--- src/rtl/kmer_window_streamer.sv ---
// Sliding k-mer front end: unpacks genome words into bases, slides a KMER_LEN window
// over each sequence and hands strided k-mers (plus a forced tail k-mer) to the hasher.
module kmer_window_streamer #(
  parameter int WORD_W   = 8,
  parameter int BASE_W   = 4,
  parameter int KMER_LEN = 4,
  parameter int IDX_W    = 16,
  localparam int SW      = $clog2(KMER_LEN) + 1,
  localparam int KMER_W  = KMER_LEN * BASE_W
) (
  input  logic              clk,
  input  logic              rst,
  input  logic [SW-1:0]     stride,
  input  logic [WORD_W-1:0] in_data,
  input  logic              in_valid,
  input  logic              in_last,
  output logic              in_ready,
  output logic [KMER_W-1:0] out_kmer,
  output logic [IDX_W-1:0]  out_index,
  output logic              out_last,
  output logic              out_valid,
  input  logic              out_ready,
  output logic              short_seq
);

  localparam int BPW = WORD_W / BASE_W;
  localparam int CW  = $clog2(BPW + 1);
  localparam int FW  = $clog2(KMER_LEN + 1);

  logic [WORD_W-1:0] stage_q, stage_d;
  logic [CW-1:0]     stage_cnt_q, stage_cnt_d;
  logic              stage_last_q, stage_last_d;
  logic [KMER_W-1:0] win_q, win_d;
  logic [FW-1:0]     fill_q, fill_d;
  logic [IDX_W-1:0]  nxt_pos_q, nxt_pos_d;
  logic [SW-1:0]     scnt_q, scnt_d;
  logic [SW-1:0]     stride_q, stride_d;
  logic              first_q, first_d;
  logic [KMER_W-1:0] kmer_q, kmer_d;
  logic [IDX_W-1:0]  index_q, index_d;
  logic              last_q, last_d;
  logic              valid_q, valid_d;
  logic              short_q, short_d;

  logic [BASE_W-1:0] base;
  logic              shift_en;
  logic              ready_c;
  logic              accept;
  logic              last_base;
  logic [FW-1:0]     fill_inc;
  logic              full_new;
  logic              emit;

  always_comb begin
    base      = stage_q[WORD_W-1 -: BASE_W];
    shift_en  = (stage_cnt_q != '0) && (!valid_q || out_ready);
    ready_c   = (stage_cnt_q == '0) || ((stage_cnt_q == CW'(1)) && shift_en);
    accept    = in_valid && ready_c;
    last_base = shift_en && (stage_cnt_q == CW'(1)) && stage_last_q;
    fill_inc  = (fill_q == FW'(KMER_LEN)) ? fill_q : fill_q + FW'(1);
    full_new  = (fill_inc == FW'(KMER_LEN));
    emit      = shift_en && full_new && ((scnt_q == '0) || last_base);
  end

  always_comb begin
    stage_d      = stage_q;
    stage_cnt_d  = stage_cnt_q;
    stage_last_d = stage_last_q;
    win_d        = win_q;
    fill_d       = fill_q;
    nxt_pos_d    = nxt_pos_q;
    scnt_d       = scnt_q;
    stride_d     = stride_q;
    first_d      = first_q;
    kmer_d       = kmer_q;
    index_d      = index_q;
    last_d       = last_q;
    valid_d      = valid_q;
    short_d      = 1'b0;

    if (shift_en) begin
      win_d     = {win_q[KMER_W-BASE_W-1:0], base};
      fill_d    = fill_inc;
      nxt_pos_d = nxt_pos_q + IDX_W'(1);
      if (full_new)
        scnt_d = (scnt_q + SW'(1) == stride_q) ? '0 : scnt_q + SW'(1);
    end

    if (last_base) begin
      fill_d    = '0;
      nxt_pos_d = '0;
      scnt_d    = '0;
      first_d   = 1'b1;
      short_d   = !full_new;
    end

    // A word accepted while the previous sequence's last base shifts starts a new sequence.
    if (accept) begin
      stage_d      = in_data;
      stage_cnt_d  = CW'(BPW);
      stage_last_d = in_last;
      first_d      = 1'b0;
      if (first_q || last_base)
        stride_d = (stride == '0) ? SW'(1) : stride;
    end else if (shift_en) begin
      stage_d     = stage_q << BASE_W;
      stage_cnt_d = stage_cnt_q - CW'(1);
    end

    if (emit) begin
      kmer_d  = win_d;
      index_d = nxt_pos_q - IDX_W'(KMER_LEN - 1);
      last_d  = last_base;
      valid_d = 1'b1;
    end else if (out_ready) begin
      valid_d = 1'b0;
      last_d  = 1'b0;
    end
  end

  always_ff @(posedge clk) begin
    if (rst) begin
      stage_q      <= '0;
      stage_cnt_q  <= '0;
      stage_last_q <= 1'b0;
      win_q        <= '0;
      fill_q       <= '0;
      nxt_pos_q    <= '0;
      scnt_q       <= '0;
      stride_q     <= SW'(1);
      first_q      <= 1'b1;
      kmer_q       <= '0;
      index_q      <= '0;
      last_q       <= 1'b0;
      valid_q      <= 1'b0;
      short_q      <= 1'b0;
    end else begin
      stage_q      <= stage_d;
      stage_cnt_q  <= stage_cnt_d;
      stage_last_q <= stage_last_d;
      win_q        <= win_d;
      fill_q       <= fill_d;
      nxt_pos_q    <= nxt_pos_d;
      scnt_q       <= scnt_d;
      stride_q     <= stride_d;
      first_q      <= first_d;
      kmer_q       <= kmer_d;
      index_q      <= index_d;
      last_q       <= last_d;
      valid_q      <= valid_d;
      short_q      <= short_d;
    end
  end

  assign in_ready  = ready_c;
  assign out_kmer  = kmer_q;
  assign out_index = index_q;
  assign out_last  = last_q;
  assign out_valid = valid_q;
  assign short_seq = short_q;

endmodule

--- config.mk ---
export PLATFORM = sky130hd
export DESIGN_NAME = kmer_window_streamer
export DESIGN_NICKNAME = d
export VERILOG_FILES = /design/src/rtl/kmer_window_streamer.sv
export SDC_FILE = /design/constraint.sdc
export NUM_CORES = 1
export LEC_CHECK = 0
export ABC_CLOCK_PERIOD_IN_PS = 2990
export CAP_MARGIN = 5
export CORE_ASPECT_RATIO = 0.75
export CORE_MARGIN = 2
export CORE_UTILIZATION = 56
export CTS_CLUSTER_DIAMETER = 200
export DETAILED_ROUTE_END_ITERATION = 7
export GPL_TIMING_DRIVEN = 0
export PLACE_DENSITY = 0.81
export SLEW_MARGIN = 40
export SYNTH_ARGS = -nofsm -noshare
export SYNTH_HDL_FRONTEND = slang
export SYNTH_SLANG_ARGS = --single-unit
--- constraint.sdc ---
create_clock -name clk -period 2.99 [get_ports clk]
set_input_delay 0.598 -clock clk [delete_from_list [all_inputs] [get_ports clk]]
set_output_delay 0.598 -clock clk [all_outputs]
set_load 0.05 [all_outputs]
Word level (Yosys, flattened, before mapping):

Index checks and enable logic that the tools add are counted.

* bits in registers: 88
* input bits: 16
* output and inout port bits: 36

* add/subtract/negate cells: 5
* equality and inequality tests: 4
* multiplexer cells: 13
* bitwise logic cells: 1
* reduce and logical (&&, ||, !) cells: 24

Operator list (number)
* 16-bit by 1-bit adder with 16-bit output (second input constant): 1
* 16-bit two-way mux: 1
* 8-bit two-way mux: 2
* 16-bit by 2-bit subtractor with 16-bit output (second input constant): 1
* 3-bit two-way mux: 3
* 2-bit nonzero test: 4
* 3-bit by 1-bit adder with 3-bit output (second input constant): 2
* 3-bit == test (second input constant): 2
* 1-bit logical AND: 6
* 3-bit zero test: 2
* 2-bit OR reduction: 3
* 1-bit two-way mux: 5
* 1-bit logical OR: 4
* 2-bit two-way mux: 2
* 2-bit AND reduction: 2
* 3-bit == test: 1
* 2-bit by 1-bit == test with 1-bit output (second input constant): 1
* 1-bit zero test: 2
* 2-bit zero test: 1
* 2-bit by 1-bit subtractor with 2-bit output (second input constant): 1
* 1-bit inverter: 1

Logic depth before layout (Yosys ltp):

Gate-level depths: netlist of run 1.

* depth after elaboration: 8
* depth in mapped cells: 9
* gate-level depth less buffers: 6

Worst setup path before layout of run 1:

OpenSTA, ideal clock, no wires.

* kind: register to register
* start point: register fill_q[0]
* end point: register kmer_q[0], in the netlist out_kmer[0]
* arrival: 1.915 ns
* path slack: 0.929 ns
* stages on the path, launching flop included: 8
* path buffers: 1
* period minus slack after synthesis: 2.061 ns
* path through: dfxtp_1 inv_1 ha_1 or3b_4 a311o_2 nor2_4 clkbuf_8 a211oi_2

* cells in the longest elaborated chain, start to end: 5
* elaborated cells between the ends (all ways): 6
* classes of those cells: 1 x add/sub; 2 x eq/ne; 1 x mux; 2 x reduce/logical

Ends and longest elaborated chain
* start, declared: line 34 `logic [FW-1:0] fill_q, fill_d;`
* start signal, assigned: line 142 `fill_q <= fill_d;`
* 3-bit by 1-bit adder with 3-bit output / 3-bit == test (equally long branches): line 60 `fill_inc = (fill_q == FW'(KMER_LEN)) ? fill_q : fill_q + FW'(1);`
* 3-bit two-way mux *: line 60
* 3-bit == test *: line 61 `full_new = (fill_inc == FW'(KMER_LEN));`
* 1-bit logical AND * (2 in a row): line 62 `emit = shift_en && full_new && ((scnt_q == '0) || last_base);`
* end signal, assigned: line 147 `kmer_q <= kmer_d;`
* end, declared: line 39 `logic [KMER_W-1:0] kmer_q, kmer_d;`

Every way passes the cells marked *; elsewhere a longest branch is shown, timed or not.
A chain may end at the register's enable or synchronous reset.

Final worst setup path of run 1:

* start point: input port out_ready
* end point: output port in_ready

* cells in the longest elaborated chain, start to end: 4

Ends and longest elaborated chain
* start, declared: line 22 `input logic out_ready,`
* 1-bit logical OR: line 56 `shift_en = (stage_cnt_q != '0) && (!valid_q || out_ready);`
* 1-bit logical AND: line 56
* 1-bit logical AND: line 57 `ready_c = (stage_cnt_q == '0) || ((stage_cnt_q == CW'(1)) && shift_en);`
* 1-bit logical OR: line 57
* end, declared: line 17 `output logic in_ready,`

No other way between the ends.

==> results.py, run 1 <==
metrics = {
    "status": {
        "status": "finished, final reports clean",
    },
    "synth": {
        "syn_area_per_cell_um2": 9.59,
        "yosys-top-cells-area": "dfxtp_1 (42%), a211oi_2 (7.4%), a21oi_1 (6.3%)",
        "ys.flop_type": "dfxtp_1",
        "synthCells": 442,
        "synth_xor_area_share_pct": 4.25,
        "async_flop_share_pct": 0,
        "synth.distinct_cells": 53,
        "syn_area_mm2": 0.00424,
        "synth_nets": 465,
        "synth-seq-cells": 88,
        "ys_seq_area_share_pct": 41.5,
        "synth_top_family_by_area": "compound AO/OA/AOI/OAI gates",
        "ys_warn_count": 0,
        "yosysTopAreaCell": "dfxtp_1",
        "synthMuxAreaShare_pct": 3.78,
        "synth-simple-area-share_pct": 15.3,
        "synth_fa_ha_area_share_pct": 2.07,
        "synth_edf_count": 0,
        "synth-compound-area-share_pct": 25.1,
        "synth_top_area_share_pct": 41.5,
    },
    "worst_setup_path": {
        "path_cells": "clkdlybuf4s50_1 -> nand2b_1 -> clkbuf_1 -> a21oi_4 -> inv_2 -> clkbuf_2",
        "cp_slowest_cell": "clkdlybuf4s50_1",
        "cp-start-kind": "primary input",
        "r2r_slack_ns": 0.47,
        "crit_fanout": 9,
        "worst-path-buf-inv": 4,
        "path_class": "primary input to primary output",
        "regToRegStartpoint": "stage_cnt_q[0]",
        "r2r_end": "scnt_q[0]",
        "worst-endpoint-arrival_ns": 2.21,
        "rr_worst_depth": 9,
        "cp_top_family": "buffers and inverters",
        "cp-end-kind": "primary output",
        "critPathRequiredTime_ns": 2.39,
        "critPathMaxStageDelay_ns": 0.50,
    },
    "finish": {
        "final_common_cell": "dfxtp_1",
        "final_layout_size_suffix_gt1_share_pct": 16.9,
        "synthToLayoutAreaGrowth_pct": 20.1,
        "diodes": 0,
        "nNetsFinal": 526,
        "final_area_mm2": 0.00509,
        "fin_util_pct": 69.4,
        "nFillCells": 578,
        "mostFrequentLayoutCells": "dfxtp_1 (88), a21oi_1 (53), clkdlybuf4s50_1 (49), nor2_1 (27), a211oi_2 (26)",
    },
    "route": {
        "drc": 0,
        "wire_per_inst_um": 17.3,
        "vias": 3660,
        "dr.pass1.iters": 5,
        "drt_iter0_drc": 263,
        "vias_per_cell": 6.01,
        "ant_nets": 0,
        "wl_mm": 10.5,
    },
    "sta": {
        "fmax_mhz": 356,
        "setup_ws_ns": 0.182,
        "max_slew_margin_pct": 53.5,
        "drv_slew": 0,
        "post-route-period-util_pct": 93.9,
        "grt_setup_unrepaired": "false",
        "hold_viol": 0,
        "layout_min_cycle_time_ns": 2.81,
        "skew_ns": 0.0109,
        "tightest_slew_ns": 0.697,
        "setup_violations": 0,
        "whs_ns": 0.493,
    },
    "floorplanning": {
        "num_rows": 27,
        "io_pins": 52,
        "dieArea_mm2": 0.00829,
        "die_w_um": 104,
        "die_h_um": 79.4,
        "initial_core_util_pct": 57.8,
        "core_area_mm2": 0.00733,
    },
    "power_and_ir_drop": {
        "power_density_mw_per_mm2": 690,
        "ir_drop_uv": 310,
        "leakagePower_nw": 1.81,
    },
    "global_routing": {
        "grt_pass1_vias": 3512,
        "grt_max_degree": 16,
        "grt-ovfl-total": 0,
        "antenna_found_initial": 0,
        "grt.total_usage_pct": 26.3,
        "grt_pass1_wl_mm": 17.3,
    },
    "clock_network": {
        "cts-buffers-inserted": 9,
        "cts.sinks": 88,
        "clock_latency_ns": 0.36,
        "cts_setup_buffers": 0,
        "htreeDepth": 3,
        "cts_tree": "built",
        "clkTransAtPathRegs_ns": 0.09,
        "clk_path_buf_depth": 2,
        "cts-root-buf": "clkbuf_8",
    },
    "place": {
        "finalWeightedCongestion": 0.834,
        "hpwl_mm": 7.38,
        "pre_cts_slack_ns": -0.313,
        "place_area_mm2": 0.00487,
        "port-buffer-count": 50,
    },
    "hold_path": {
        "holdPathEnd": "fill_q[1]",
        "hold_start": "fill_q[1]",
        "min_path_type": "register to register",
        "whs_path_depth": 2,
    },
    "run": {
        "max-cap-violations": 0,
    },
}
## cell families after synthesis
group	after synthesis
XOR/XNOR	19
AND/OR/NAND/NOR	120
flip-flops	88
multiplexers	16
adder cells (fa/ha/maj)	7
buffers and inverters	53
AO/OA/AOI/OAI	139
## where the power goes
part	switching (mW)	internal [mW]
Combinational	0.783	0.456
Clock	0.447	0.438
Sequential	0.0973	1.29
## per-stage QoR
step,std cells,setup TNS (ns),power [mW]
floorplan,442,0,2.32
global placement,593,-0.299,2.60
detailed placement,593,-0.313,2.62
CTS,609,0,3.51
global route,609,0,3.67
finish,609,0,3.51
## state kept, by name (all words and copies together) (netlist names), 2 cells and up
| register | flops |
|---|---|
| nxt_pos_q | 16 |
| out_index | 16 |
| stage_cnt_q | 2 |
| fill_q | 3 |
| stage_q | 8 |
| win_q | 16 |
| out_kmer | 16 |
| scnt_q | 3 |
| stride_q | 3 |
## layer usage
layer / GRT usage (%) / vias to the layer above / part of all wire, %
li1: - / 1744 / -
met1: 34.9 / 1759 / 46
met2: 44.1 / 149 / 46
met3: 5.99 / 8 / 7.0
met4: 5.95 / 0 / 0.66
met5: 0 / - / 0
## Yosys cell counts (all sizes together) (3+ instances only)
cell,n
xor2,5
inv,13
nor4,5
a211oi,29
o21a,3
nand3,17
o21ai,13
nand4,6
mux2i,16
buf,20
nand2,25
or3,9
a311oi,8
xnor2,13
or4,8
nor3,8
dfxtp,88
ha,7
clkbuf,20
nor2,28
o211ai,5
a21oi,59
a31oi,3
o31ai,11
## worst reg2reg max path, cell delays in order, from the launching register on
cell	delay, ns
dfxtp_1	0.35
inv_1	0.07
ha_1	0.20
buf_2	0.18
inv_1	0.08
buf_2	0.22
nand2_1	0.27
o21ai_0	0.39
clkbuf_1	0.49
o31ai_1	0.15
## timing repair
item | CTS | global route
hold buffers | 0 | 0
gates cloned | 0 | 0
gates resized for setup | 3 | 1
endpoints found under the setup margin | 1 | 1
## worst max-delay path by stage
stage / from / endpoint / slack [ns] / cells past startpoint
2_1_floorplan: fill_q[0] / out_kmer[0] / 0.93 / 7
3_3_place_gp: out_ready / in_ready / -0.30 / 6
3_5_place_dp: out_ready / in_ready / -0.31 / 6
4_1_cts: out_ready / in_ready / 0.0009 / 6
5_1_grt: out_ready / in_ready / 0.09 / 6
6_report: out_ready / in_ready / 0.18 / 6
## area by class of cell
class / instances / area [um^2] / area share, %
tap: 101 / 126 / 2.48
inverter: 13 / 48.8 / 0.958
clock buffer: 11 / 151 / 2.97
clock inverter: 5 / 65.1 / 1.28
multi-input combinational: 301 / 2160 / 42.3
sequential: 88 / 1760 / 34.6
timing repair buffer: 50 / 495 / 9.73
buffer: 40 / 287 / 5.63
(Power assumes the default switching activity.)
==> run 2: changes to the inputs <==
==> constraint.sdc (replaced) <==
create_clock -name clk -period 2.99 [get_ports clk]
set_input_delay 0.299 -clock clk [delete_from_list [all_inputs] [get_ports clk]]
set_output_delay 0.299 -clock clk [all_outputs]
set_load 0.05 [all_outputs]
==> results.py, run 2 (synthesis gave the netlist of run 1 again) <==
metrics = {
    "status": {
        "status": "finished, final reports clean",
    },
    "worst_setup_path": {
        "critPathMaxStageDelay_ns": 0.74,
        "critPathRequiredTime_ns": 2.69,
        "rr_worst_depth": 9,
        "path_class": "primary input to primary output",
        "crit_top_cell": "clkdlybuf4s50_1",
        "cp-start-kind": "primary input",
        "path_cells": "clkdlybuf4s50_1 -> nand2b_1 -> clkbuf_1 -> a21oi_2 -> inv_2 -> clkdlybuf4s50_1",
        "cp_top_family": "buffers and inverters",
        "worst-endpoint-arrival_ns": 2.48,
        "cp-end-kind": "primary output",
        "regToRegStartpoint": "stage_cnt_q[0]",
        "crit_fanout": 9,
        "worst-path-buf-inv": 4,
        "cp_slowest_cell": "clkdlybuf4s50_1",
        "r2r_slack_ns": 0.47,
        "r2r_end": "scnt_q[0]",
    },
    "clock_network": {
        "cts.sinks": 88,
        "cts_resized": 0,
        "cts-buffers-inserted": 9,
        "clk_path_buf_depth": 2,
        "hold_buffers": 0,
        "htreeDepth": 3,
        "cts_setup_buffers": 0,
        "clkTransAtPathRegs_ns": 0.09,
        "clock_latency_ns": 0.37,
        "cts-root-buf": "clkbuf_8",
        "cts_tree": "built",
    },
    "power_and_ir_drop": {
        "cellInternalPower_mw": 2.19,
        "comb_power_share_pct": 35.3,
        "leakagePower_nw": 1.81,
        "power_density_mw_per_mm2": 691,
        "power.switching_mw": 1.33,
        "total_power_mw": 3.52,
        "pwr-share-clk_pct": 25.2,
        "switching_share_pct": 37.7,
        "power.sequential.fraction_pct": 39.5,
        "ir_drop_uv": 309,
    },
    "finish": {
        "mostFrequentLayoutCells": "dfxtp_1 (88), a21oi_1 (53), clkdlybuf4s50_1 (50), nor2_1 (27), a211oi_2 (26)",
        "nNetsFinal": 526,
        "diodes": 0,
        "multi_input_area_mm2": 0.00215,
        "final_cells": 609,
        "nFillCells": 579,
        "final_common_cell": "dfxtp_1",
        "final_area_mm2": 0.00509,
        "fin_util_pct": 69.4,
        "final_layout_size_suffix_gt1_share_pct": 16.7,
        "final-seq-area_mm2": 0.00176,
        "synthToLayoutAreaGrowth_pct": 20.0,
    },
    "floorplanning": {
        "io_pins": 52,
        "initial_core_util_pct": 57.8,
        "dieArea_mm2": 0.00829,
        "num_rows": 27,
        "die_h_um": 79.4,
        "core_area_mm2": 0.00733,
        "die_w_um": 104,
    },
    "place": {
        "hpwl_mm": 7.38,
        "port-buffer-count": 50,
        "pre_cts_slack_ns": 0.285,
        "place_area_mm2": 0.00487,
        "dp_cells": 593,
        "finalWeightedCongestion": 0.834,
    },
    "global_routing": {
        "grt_pass1_wl_mm": 17.3,
        "grt_pass1_vias": 3511,
        "antenna_found_initial": 0,
        "grt.total_usage_pct": 26.3,
        "grt_max_degree": 16,
        "grt-ovfl-total": 0,
    },
    "sta": {
        "grt_setup_unrepaired": "false",
        "layout_min_cycle_time_ns": 2.78,
        "setup-tns-final_ns": 0,
        "whs_ns": 0.316,
        "tightest_slew_ns": 0.699,
        "setup_violations": 0,
        "fmax_mhz": 360,
        "drv_slew": 0,
        "post-route-period-util_pct": 92.9,
        "setup_ws_ns": 0.213,
        "max_slew_margin_pct": 53.4,
        "hold_viol": 0,
        "skew_ns": 0.0109,
    },
    "route": {
        "wl_mm": 10.5,
        "vias_per_cell": 6.00,
        "ant_nets": 0,
        "drt_iter0_drc": 224,
        "dr.pass1.iters": 5,
        "vias": 3654,
        "wire_per_inst_um": 17.3,
        "drc": 0,
    },
    "run": {
        "max-cap-violations": 0,
    },
    "hold_path": {
        "whs_path_depth": 3,
        "hold_start": "in_valid",
        "min_path_type": "primary input to register",
        "holdPathEnd": "stage_last_q",
    },
}
## run 2: tightest hold or removal path: stages
cell and delay, ns:
clkbuf_1 0.17, nand3_1 0.12, a21oi_1 0.05
## run 2: worst max-delay path by stage
| stage | from | end | slack (ns) | depth (start not counted) |
|---|---|---|---|---|
| finish | out_ready | in_ready | 0.21 | 6 |
| global route | stage_cnt_q[0] | in_ready | 0.11 | 6 |
| CTS | stage_cnt_q[0] | in_ready | 0.27 | 6 |
| detailed placement | out_ready | in_ready | 0.28 | 6 |
| global placement | out_ready | in_ready | 0.30 | 6 |
| floorplan | fill_q[0] | out_kmer[0] | 0.93 | 7 |
## run 2: layout make-up
type                            count  area share, %
Buffer                             40           5.63
Clock buffer                       11           2.98
Clock inverter                      5           1.28
Inverter                           13          0.959
Multi-Input combinational cell    301           42.2
Sequential cell                    88           34.6
Tap cell                          101           2.48
Timing Repair Buffer               50           9.84
## run 2: routing by layer
metal | vias up | routed length [um] | GRT usage [%]
met4 | 0 | 93 | 5.95
met2 | 140 | 4860 | 44.2
li1 | 1743 | - | -
met5 | - | 0 | 0
met1 | 1758 | 4920 | 34.7
met3 | 13 | 660 | 5.99
## run 2: power groups by stage
stage                     Clock, mW  Sequential [mW]  Combinational [mW]
after floorplan                   0             1.45               0.869
after global routing          0.934             1.40                1.33
final                         0.887             1.39                1.24
after detailed placement          0             1.41                1.21
after global placement            0             1.41                1.19
after CTS                     0.895             1.39                1.23
